`src/rtl/ag6502_phase_gen.sv`:
```
// Two-phase clock and bus-cycle generator for the ag6502 core: phi_0/phi_1/phi_2
// from a fast base clock, with wait-state stretching, wait timeout and single-step/halt.
module ag6502_phase_gen #(
    parameter int PH0_LO   = 5,
    parameter int PH0_HI   = 5,
    parameter int DELAY1   = 2,
    parameter int DELAY2   = 1,
    parameter int MAX_WAIT = 16,
    parameter int CNT_W    = 16
) (
    input  logic             baseclk,
    input  logic             rst,
    input  logic             run,
    input  logic             step,
    input  logic             wait_req,
    output logic             phi_0,
    output logic             phi_1,
    output logic             phi_2,
    output logic             cyc_start,
    output logic [CNT_W-1:0] cyc_cnt,
    output logic             halted,
    output logic             wait_timeout,
    output logic [1:0]       dbg_state
);
    localparam int PH_MAX = (PH0_LO > PH0_HI) ? PH0_LO : PH0_HI;
    localparam int PW     = $clog2(PH_MAX);
    localparam int WW     = (MAX_WAIT > 1) ? $clog2(MAX_WAIT) : 1;
    localparam int HW     = DELAY1 + DELAY2;
    localparam logic [PW-1:0] LO_LAST   = PW'(PH0_LO - 1);
    localparam logic [PW-1:0] HI_LAST   = PW'(PH0_HI - 1);
    localparam logic [WW-1:0] WAIT_LAST = WW'((MAX_WAIT == 0) ? 0 : MAX_WAIT - 1);

    if (PH0_LO < 2) begin : g_chk_lo
        $error("PH0_LO must be at least 2");
    end
    if (PH0_HI < 2) begin : g_chk_hi
        $error("PH0_HI must be at least 2");
    end
    if (DELAY1 < 1 || DELAY1 >= PH0_LO) begin : g_chk_d1
        $error("DELAY1 must satisfy 1 <= DELAY1 < PH0_LO");
    end
    if (DELAY2 < 0 || DELAY2 >= DELAY1 || HW >= PH0_HI) begin : g_chk_d2
        $error("DELAY2 must satisfy 0 <= DELAY2 < DELAY1 and DELAY1+DELAY2 < PH0_HI");
    end
    if (MAX_WAIT < 0 || CNT_W < 1) begin : g_chk_misc
        $error("MAX_WAIT must be >= 0 and CNT_W >= 1");
    end

    typedef enum logic [1:0] {S_LOW = 2'd0, S_HIGH = 2'd1, S_WAIT = 2'd2} state_t;

    state_t           state_q, state_d;
    logic [PW-1:0]    cnt_q, cnt_d;
    logic [WW-1:0]    wcnt_q, wcnt_d;
    logic             pend_q, pend_d;
    logic             phi_0_q, phi_1_q, phi_2_q;
    logic             phi_0_d, phi_1_d, phi_2_d;
    logic             cs_q, cs_d;
    logic             to_q, to_d;
    logic [CNT_W-1:0] cyc_q, cyc_d;
    logic [HW-1:0]    h_q, h_d;
    logic [HW:0]      ext;
    logic             go;

    assign go = run | pend_q;

    always_comb begin
        state_d = state_q;
        cnt_d   = cnt_q;
        wcnt_d  = wcnt_q;
        pend_d  = pend_q;
        cs_d    = 1'b0;
        to_d    = 1'b0;
        cyc_d   = cyc_q;
        unique case (state_q)
            S_LOW: begin
                if (cnt_q == LO_LAST) begin
                    if (go) begin
                        state_d = S_HIGH;
                        cnt_d   = '0;
                        pend_d  = 1'b0;
                        cs_d    = 1'b1;
                        cyc_d   = cyc_q + CNT_W'(1);
                    end
                end else begin
                    cnt_d = cnt_q + PW'(1);
                end
            end
            S_HIGH: begin
                if (cnt_q == HI_LAST) begin
                    cnt_d   = '0;
                    wcnt_d  = '0;
                    state_d = wait_req ? S_WAIT : S_LOW;
                end else begin
                    cnt_d = cnt_q + PW'(1);
                end
            end
            S_WAIT: begin
                if (!wait_req) begin
                    state_d = S_LOW;
                end else if (MAX_WAIT != 0 && wcnt_q == WAIT_LAST) begin
                    state_d = S_LOW;
                    to_d    = 1'b1;
                end else begin
                    wcnt_d = wcnt_q + WW'(1);
                end
            end
            default: state_d = S_LOW;
        endcase
        // A step arriving in the very cycle a grant is consumed is folded into that grant.
        if (step && !run && !cs_d) begin
            pend_d = 1'b1;
        end
    end

    // ext[k] is phi_0 as it will be k cycles before the next edge's cycle.
    assign phi_0_d = (state_d != S_LOW);
    assign ext     = {h_q, phi_0_d};
    assign phi_1_d = ~ext[DELAY1];
    assign phi_2_d = ext[DELAY2] & ext[HW];
    assign h_d     = ext[HW-1:0];

    always_ff @(posedge baseclk) begin
        if (rst) begin
            state_q <= S_LOW;
            cnt_q   <= '0;
            wcnt_q  <= '0;
            pend_q  <= 1'b0;
            phi_0_q <= 1'b0;
            phi_1_q <= 1'b1;
            phi_2_q <= 1'b0;
            cs_q    <= 1'b0;
            to_q    <= 1'b0;
            cyc_q   <= '0;
            h_q     <= '0;
        end else begin
            state_q <= state_d;
            cnt_q   <= cnt_d;
            wcnt_q  <= wcnt_d;
            pend_q  <= pend_d;
            phi_0_q <= phi_0_d;
            phi_1_q <= phi_1_d;
            phi_2_q <= phi_2_d;
            cs_q    <= cs_d;
            to_q    <= to_d;
            cyc_q   <= cyc_d;
            h_q     <= h_d;
        end
    end

    assign phi_0        = phi_0_q;
    assign phi_1        = phi_1_q;
    assign phi_2        = phi_2_q;
    assign cyc_start    = cs_q;
    assign cyc_cnt      = cyc_q;
    assign wait_timeout = to_q;
    assign halted       = (state_q == S_LOW) && (cnt_q == LO_LAST) && !go;
    assign dbg_state    = state_q;
endmodule

```
`config.mk`:
```
export PLATFORM = sky130hd
export DESIGN_NAME = ag6502_phase_gen
export DESIGN_NICKNAME = d
export VERILOG_FILES = /design/src/rtl/ag6502_phase_gen.sv
export SDC_FILE = /design/constraint.sdc
export NUM_CORES = 1
export LEC_CHECK = 0
export ABC_AREA = 1
export CORE_AREA = 2 2 78 80
export CTS_BUF_LIST = sky130_fd_sc_hd__clkbuf_8
export DETAILED_ROUTE_END_ITERATION = 8
export DIE_AREA = 0 0 80 82
export GPL_ROUTABILITY_DRIVEN = 0
export PLACE_DENSITY = 0.59
export SYNTH_ARGS = -nofsm -noshare
export SYNTH_HDL_FRONTEND = slang
export SYNTH_SLANG_ARGS = --single-unit
```
`constraint.sdc`:
```
create_clock -name baseclk -period 3.9 [get_ports baseclk]
set_clock_uncertainty 0.15 [all_clocks]
set_input_delay 1.17 -clock baseclk [delete_from_list [all_inputs] [get_ports baseclk]]
set_output_delay 1.17 -clock baseclk [all_outputs]
set_load 0.01 [all_outputs]
```
### Word level (Yosys, flattened, before mapping)

Index checks and enable logic that the tools add are counted.

* equality and inequality tests: 8
* bitwise operators: 5
* muxes and demuxes: 23
* divide/modulo/power cells: 0
* add/sub/neg operators: 3
* reductions and logical operators: 19
* multipliers: 0
* shifts and indexed selects: 0
* $lt $le $gt $ge: 0

Operator list (number)
* adder 16 x 1 -> 16 bit (second input constant): 1
* 2-to-1 mux 2 bit: 6
* 2-to-1 mux 4 bit: 3
* nonzero test 2 bit: 6
* 2-to-1 mux 3 bit: 3
* 2-to-1 mux 1 bit: 8
* case mux 4 bit (2 select lines): 1
* != test 2 bit (second input constant): 3
* case mux 2 bit (3 select lines): 1
* case mux 3 bit (2 select lines): 1
* AND reduction 3 bit: 2
* adder 4 x 1 -> 4 bit (second input constant): 1
* equality test 4 bit (second input constant): 1
* logical AND 1 bit: 4
* AND reduction 4 bit: 1
* adder 3 x 1 -> 3 bit (second input constant): 1
* equality test 3 bit (second input constant): 1
* logical NOT 1 bit: 3
* != test 3 bit (second input constant): 1
* NOT 1 bit: 3
* OR reduction 3 bit: 1
* equality test 2 x 1 -> 1 bit (second input constant): 1
* equality test 2 bit (second input constant): 1
* logical NOT 2 bit: 1
* 3 further kinds: 3

* memory bits (read-only): 0
* bits in registers: 34
* output and inout bits: 24
* memory bits (writable): 0
* memories kept: 0
* input port bits: 5
* bits in latches: 0

### Longest topological paths before layout

Gate-level depths: netlist of run 1.

* depth in word-level cells: 8
* depth in mapped cells: 10
* gate-level depth less buffers: 10

### Least setup slack after synthesis of run 1

OpenSTA, ideal clock, no wires.

* path type: input to output
* start point: input port run
* end point: output port halted
* setup slack: 0.903 ns
* arrival: 1.677 ns
* stages: 3
* data required time: 2.580 ns
* cells stage by stage: nor2_1 nand3_1 nor2_1

* word-level cells in the longest chain between the ends: 3

RTL lines
* start: declaration: RTL line 13 `input logic run,`
* OR 1 bit: RTL line 64 `assign go = run | pend_q;`
* logical NOT 1 bit: RTL line 156 `assign halted = (state_q == S_LOW) && (cnt_q == LO_LAST) && !go;`
* logical AND 1 bit: RTL line 156
* end: declaration: RTL line 21 `output logic halted,`

Every way passes these cells.

### Final worst setup path of run 1

Same ends and word-level chain as after synthesis.

==> results.txt, run 1 <==
maximum clock rate -> 263 MHz
post-synth top area share -> 42.2%
grt total ovfl -> 0
Max FO, Critical Path -> 2
ys async rst share -> 0%
part of the cycle the worst path needs -> 97.4%
cell with the most instances after synthesis -> nand2_1
largest net degree at the start of global routing -> 19
Slew Limit Headroom -> 65.2%
simple-gate share of the synthesized area -> 31.9%
First-pass DRT Iterations -> 4
Cells after DPL -> 322
CTS-repair resized insts -> 0
Pleak -> 0.819 nW
Cell variety after synth -> 26
Via-to-Cell Ratio -> 4.34
Worst-Margin Slew -> 0.520 ns
total I/O pin count -> 29
total power -> 0.000776 W
starting density of the core -> 27.3%
R2R Setup Slk -> 2.22 ns
Num CTS Buffers -> 5
Critical Path End Type -> output port
Synth Area in XOR/XNOR -> 2.24%
number of global-route vias before repair -> 1291
Setup TNS -> 0 ns
synthesized area -> 1570 µm²
crit path time final -> 3.80 ns
mux contribution to synthesized area -> 0%
Worst VDD drop -> 0.115 mV
Slew Viols, Final -> 0
FF-to-FF path depth -> 8
Util after Layout -> 36.1%
CTS tree -> built
final setup fails -> 0
Pwr Density -> 374 nW/µm²
layout cells sized above 1 -> 9.02%
Antenna Nets Post-Route -> 0
deepest clock path buffer count -> 2
antenna violations before repair -> 0
hold_sp -> h_q[1]
Post-synth EDFFs -> 0
Post-synth top cells -> 51 x nand2_1, 33 x dfxtp_1, 33 x inv_1
final hold violation count -> 0
Syn-to-layout area delta -> 32.4%
antenna cells -> 0
DRC -> 0
CP required -> 2.58 ns
Syn Nets -> 228
post-route insts no fill -> 330
CTS clk-pin slew, worst paths -> 0.07 ns
sequential share of the synthesized area -> 42.2%
Yosys top cell by area -> dfxtp_1
Avg Cell Area, Syn -> 7.15 µm²
critical path class -> in -> out
main combinational cell family by area after synthesis -> simple AND/OR/NAND/NOR gates
Top FF cell, synth -> dfxtp_1
post-CTS setup buffers -> 0
register bit count reported by yosys -> 33
hold path cells -> 1
crit path launch type -> primary input
synthesized-area fraction occupied by adder cells -> 3.19%
WHS Endpoint -> phi_1
port bufs -> 28
Iteration-0 DRC Markers -> 71
Avg WL per Cell -> 10.2 µm
r2r startpoint -> cnt_q[0]
DP Wirelength -> 2.48 mm
nets -> 263
Synthesis Warnings -> 0
H-tree depth -> 2
DRT Wirelength -> 3.37 mm
top cells by area, synth -> dfxtp_1 42%, nand2_1 12%, inv_1 7.9%
# rows -> 28
worst min path class -> reg -> reg
CTS Sinks -> 33
Die W -> 80 µm
setup repair after global routing missed its margin -> false
via count -> 1433
clk root buf -> clkbuf_8
outcome -> complete, no violations
clk_lat worst skew -> 0.29 ns
global-route wire length before repair -> 5.78 mm
Max-Cap Viols -> 0
core area -> 5750 µm²
reg-to-reg critical path endpoint -> h_q[0]
Worst EP arrival -> 2.48 ns
Synth Area in Compound Gates -> 11.3%
die area -> 6560 µm²
Syn Inst Count -> 219
Die Y -> 82 µm
hold buffer count at CTS -> 0
GR Util All Layers -> 11.5%
-- metrics by stage --
step           area, µm²  worst slack, ns  hold WS, ns
2_1_floorplan       1570            0.903        0.220
3_3_place_gp        1940           0.0460        0.241
3_5_place_dp        1940           0.0696        0.246
4_1_cts             2070           0.0569        0.263
5_1_grt             2070           0.0288        0.296
6_report            2070            0.103        0.259
-- sequential cells by signal, summed over array words and instances, names as in the netlist --
| signal | count |
|---|---|
| phi_1 | 1 |
| cyc_cnt | 16 |
| cyc_start | 1 |
| dbg_state | 2 |
| wcnt_q | 4 |
| cnt_q | 3 |
| phi_2 | 1 |
| wait_timeout | 1 |
| pend_q | 1 |
| h_q | 3 |
-- worst max path at each step --
stage	start	endpoint	cells after the start
floorplan	run	halted	3
global placement	run	halted	5
detailed placement	run	halted	5
CTS	run	halted	5
global route	run	halted	5
finish	run	halted	5
-- kinds of logic (layout without fill, tap and decap cells) --
group	after synthesis	after routing
and+or+nand+nor	110	110
buffers and inverters	36	72
DFF	33	33
AOI/OAI and AO/OA	32	32
adders and majority gates	4	4
xor gates and xnor gates	4	4
-- placed cells by master (no fill, tap or decap), drive strengths merged --
cell type	synthesis	routed
nand2	53	53
inv	34	34
dfxtp	33	33
nor2	33	33
clkdlybuf4s50	0	28
nand3	15	15
a21oi	15	15
o21ai	10	10
nand4	6	6
clkbuf	2	5
ha	4	4
xnor2	3	3
a31oi	3	3
nor3	3	3
o21bai	2	2
bufinv	0	2
buf	0	2
a21boi	1	1
o22ai	1	1
xor2	1	1
clkinv	0	1
-- critical path, stage by stage --
cell             delay (ns)
clkdlybuf4s50_1        0.43
nor2_2                 0.11
nand3_1                0.12
nor2_1                 0.11
clkdlybuf4s50_1        0.54
-- report_power, final --
part / internal (W) / switching (W) / total, W
sequential: 0.000343 / 0.00000463 / 0.000348
clock: 0.000254 / 0.000134 / 0.000388
combinational: 0.0000174 / 0.0000228 / 0.0000401
total: 0.000614 / 0.000161 / 0.000776
-- layout make-up --
type	instances	area, µm²
flip-flops and latches	33	661
multi-input cells	150	763
clock inverters	3	65.1
inverters	34	128
repair buffers	30	295
well taps	75	93.8
fillers	624	3670
clock buffers	5	68.8
-- layer usage --
metal / vias to the layer above / track usage (%) / wire length [µm]
met4: 0 / 6.95 / 79
met2: 27 / 18.4 / 1560
met5: - / 0 / 0
met1: 627 / 13.9 / 1600
li1: 771 / - / -
met3: 8 / 2.97 / 130
Note: power is estimated with default switching activity, not from simulation.
==> run 2, diff against run 1 <==
--- a/config.mk
+++ b/config.mk
@@ -11,7 +11,6 @@
 export DETAILED_ROUTE_END_ITERATION = 8
 export DIE_AREA = 0 0 80 82
 export GPL_ROUTABILITY_DRIVEN = 0
-export PLACE_DENSITY = 0.59
 export SYNTH_ARGS = -nofsm -noshare
 export SYNTH_HDL_FRONTEND = slang
 export SYNTH_SLANG_ARGS = --single-unit
==> results.txt, run 2 (synthesis gave the netlist of run 1 again) <==
commonest non-fill, non-tap cell in the layout -> nand2_1
Avg WL per Cell -> 10.2 µm
clk_lat worst skew -> 0.29 ns
CTS clk-pin slew, worst paths -> 0.07 ns
grt total ovfl -> 0
Die Y -> 82 µm
total I/O pin count -> 29
post-CTS setup buffers -> 0
Worst VDD drop -> 0.168 mV
largest net degree at the start of global routing -> 19
antenna violations before repair -> 0
hold buffer count at CTS -> 0
die area -> 6560 µm²
Pleak -> 0.809 nW
Fillers -> 638
layout cells sized above 1 -> 8.66%
Slew Limit Headroom -> 64.3%
register area -> 661 µm²
part of the power in combinational logic -> 6.3%
number of global-route vias before repair -> 1290
reg-to-reg critical path endpoint -> h_q[0]
Antenna Nets Post-Route -> 0
final hold violation count -> 0
port bufs -> 28
critical path class -> in -> out
worst min path class -> reg -> reg
CTS Sinks -> 33
Iteration-0 DRC Markers -> 82
DRC -> 0
Num CTS Buffers -> 5
DP Wirelength -> 2.54 mm
Max-Cap Viols -> 0
r2r startpoint -> cnt_q[0]
CP required -> 2.58 ns
max FFs per register -> 16
clk root buf -> clkbuf_8
Via-to-Cell Ratio -> 4.35
starting density of the core -> 27.3%
worst setup path end -> halted
Worst EP arrival -> 2.12 ns
global-route wire length before repair -> 5.72 mm
deepest clock path buffer count -> 2
Max FO, Critical Path -> 3
Pwr Density -> 318 nW/µm²
# rows -> 28
antenna cells -> 0
Worst-Margin Slew -> 0.534 ns
crit path launch type -> primary input
First-pass DRT Iterations -> 4
Int Pwr -> 0.000483 W
nets -> 262
crit path time final -> 3.44 ns
CTS-repair resized insts -> 0
H-tree depth -> 2
final setup fails -> 0
CTS tree -> built
maximum clock rate -> 291 MHz
FF-to-FF path depth -> 8
Syn-to-layout area delta -> 29.1%
post-route design area -> 2020 µm²
area occupied by multi-input gates -> 763 µm²
core area -> 5750 µm²
Clk pwr share -> 39.6%
R2R Setup Slk -> 2.24 ns
setup repair after global routing missed its margin -> false
DP Area -> 1930 µm²
Critical Path End Type -> output port
CP Launch Point -> run
outcome -> complete, no violations
Psw -> 0.000159 W
GR Util All Layers -> 11.5%
Die W -> 80 µm
Reg power frac -> 54.1%
Setup TNS -> 0 ns
switching fraction of total power -> 24.7%
Slew Viols, Final -> 0
part of the cycle the worst path needs -> 88.2%
most frequent cells in the layout -> 51 x nand2_1, 33 x inv_1, 33 x dfxtp_1
worst hold margin -> 0.252 ns
via count -> 1432
DRT Wirelength -> 3.34 mm
## run 2: power by group through the flow
stage                     combinational (W)  clock (W)  sequential [W]
after CTS                         0.0000409   0.000264        0.000348
final                             0.0000405   0.000254        0.000348
after floorplan                   0.0000261          0        0.000355
after detailed placement          0.0000407          0        0.000355
after global routing              0.0000466   0.000283        0.000348
after global placement            0.0000400          0        0.000355
## run 2: worst min path at each step
stage / startpoint / endpoint / slack, ns / depth (start not counted)
4_1_cts: h_q[1] / phi_1 / 0.26 / 1
2_1_floorplan: h_q[1] / phi_1 / 0.22 / 1
5_1_grt: h_q[1] / phi_1 / 0.29 / 1
3_5_place_dp: h_q[1] / phi_1 / 0.24 / 1
3_3_place_gp: h_q[1] / phi_1 / 0.24 / 1
6_report: h_q[1] / phi_1 / 0.25 / 1
## run 2: layout make-up
type,count,share of cell area (%)
Clock buffer,5,3.40
Clock inverter,3,0.866
Inverter,34,6.31
Multi-Input combinational cell,150,37.7
Sequential cell,33,32.7
Tap cell,75,4.64
Timing Repair Buffer,29,14.4
## run 2: worst max-delay path, cell delays in order
cell,delay (ns)
clkdlybuf4s50_1,0.43
nor2_2,0.12
nand3_1,0.12
nor2_1,0.11
dlymetal6s2s_1,0.16
## run 2: metrics by stage
stage	std cells	setup WS (ns)	power, W	util (%)
after floorplan	219	0.903	0.000381	-
after global placement	321	0.0221	0.000395	33.6
after detailed placement	321	0.0256	0.000396	33.6
after CTS	329	0.0166	0.000652	35.1
after global routing	329	0.351	0.000678	35.2
final	329	0.461	0.000642	35.2
## run 2: metal layers
metal | vias to the layer above | GRT usage, % | routed length [µm]
li1 | 768 | - | -
met1 | 630 | 13.2 | 1490
met4 | 0 | 6.27 | 70
met3 | 6 | 3.74 | 160
met5 | - | 0 | 0
met2 | 28 | 18.8 | 1630
==> run 3, diff against run 2 <==
--- a/config.mk
+++ b/config.mk
@@ -11,6 +11,7 @@
 export DETAILED_ROUTE_END_ITERATION = 8
 export DIE_AREA = 0 0 80 82
 export GPL_ROUTABILITY_DRIVEN = 0
+export SLEW_MARGIN = 0
 export SYNTH_ARGS = -nofsm -noshare
 export SYNTH_HDL_FRONTEND = slang
 export SYNTH_SLANG_ARGS = --single-unit
==> results of run 3 <==
Same layout as run 2: the final DEF is identical, and so are final timing and power.
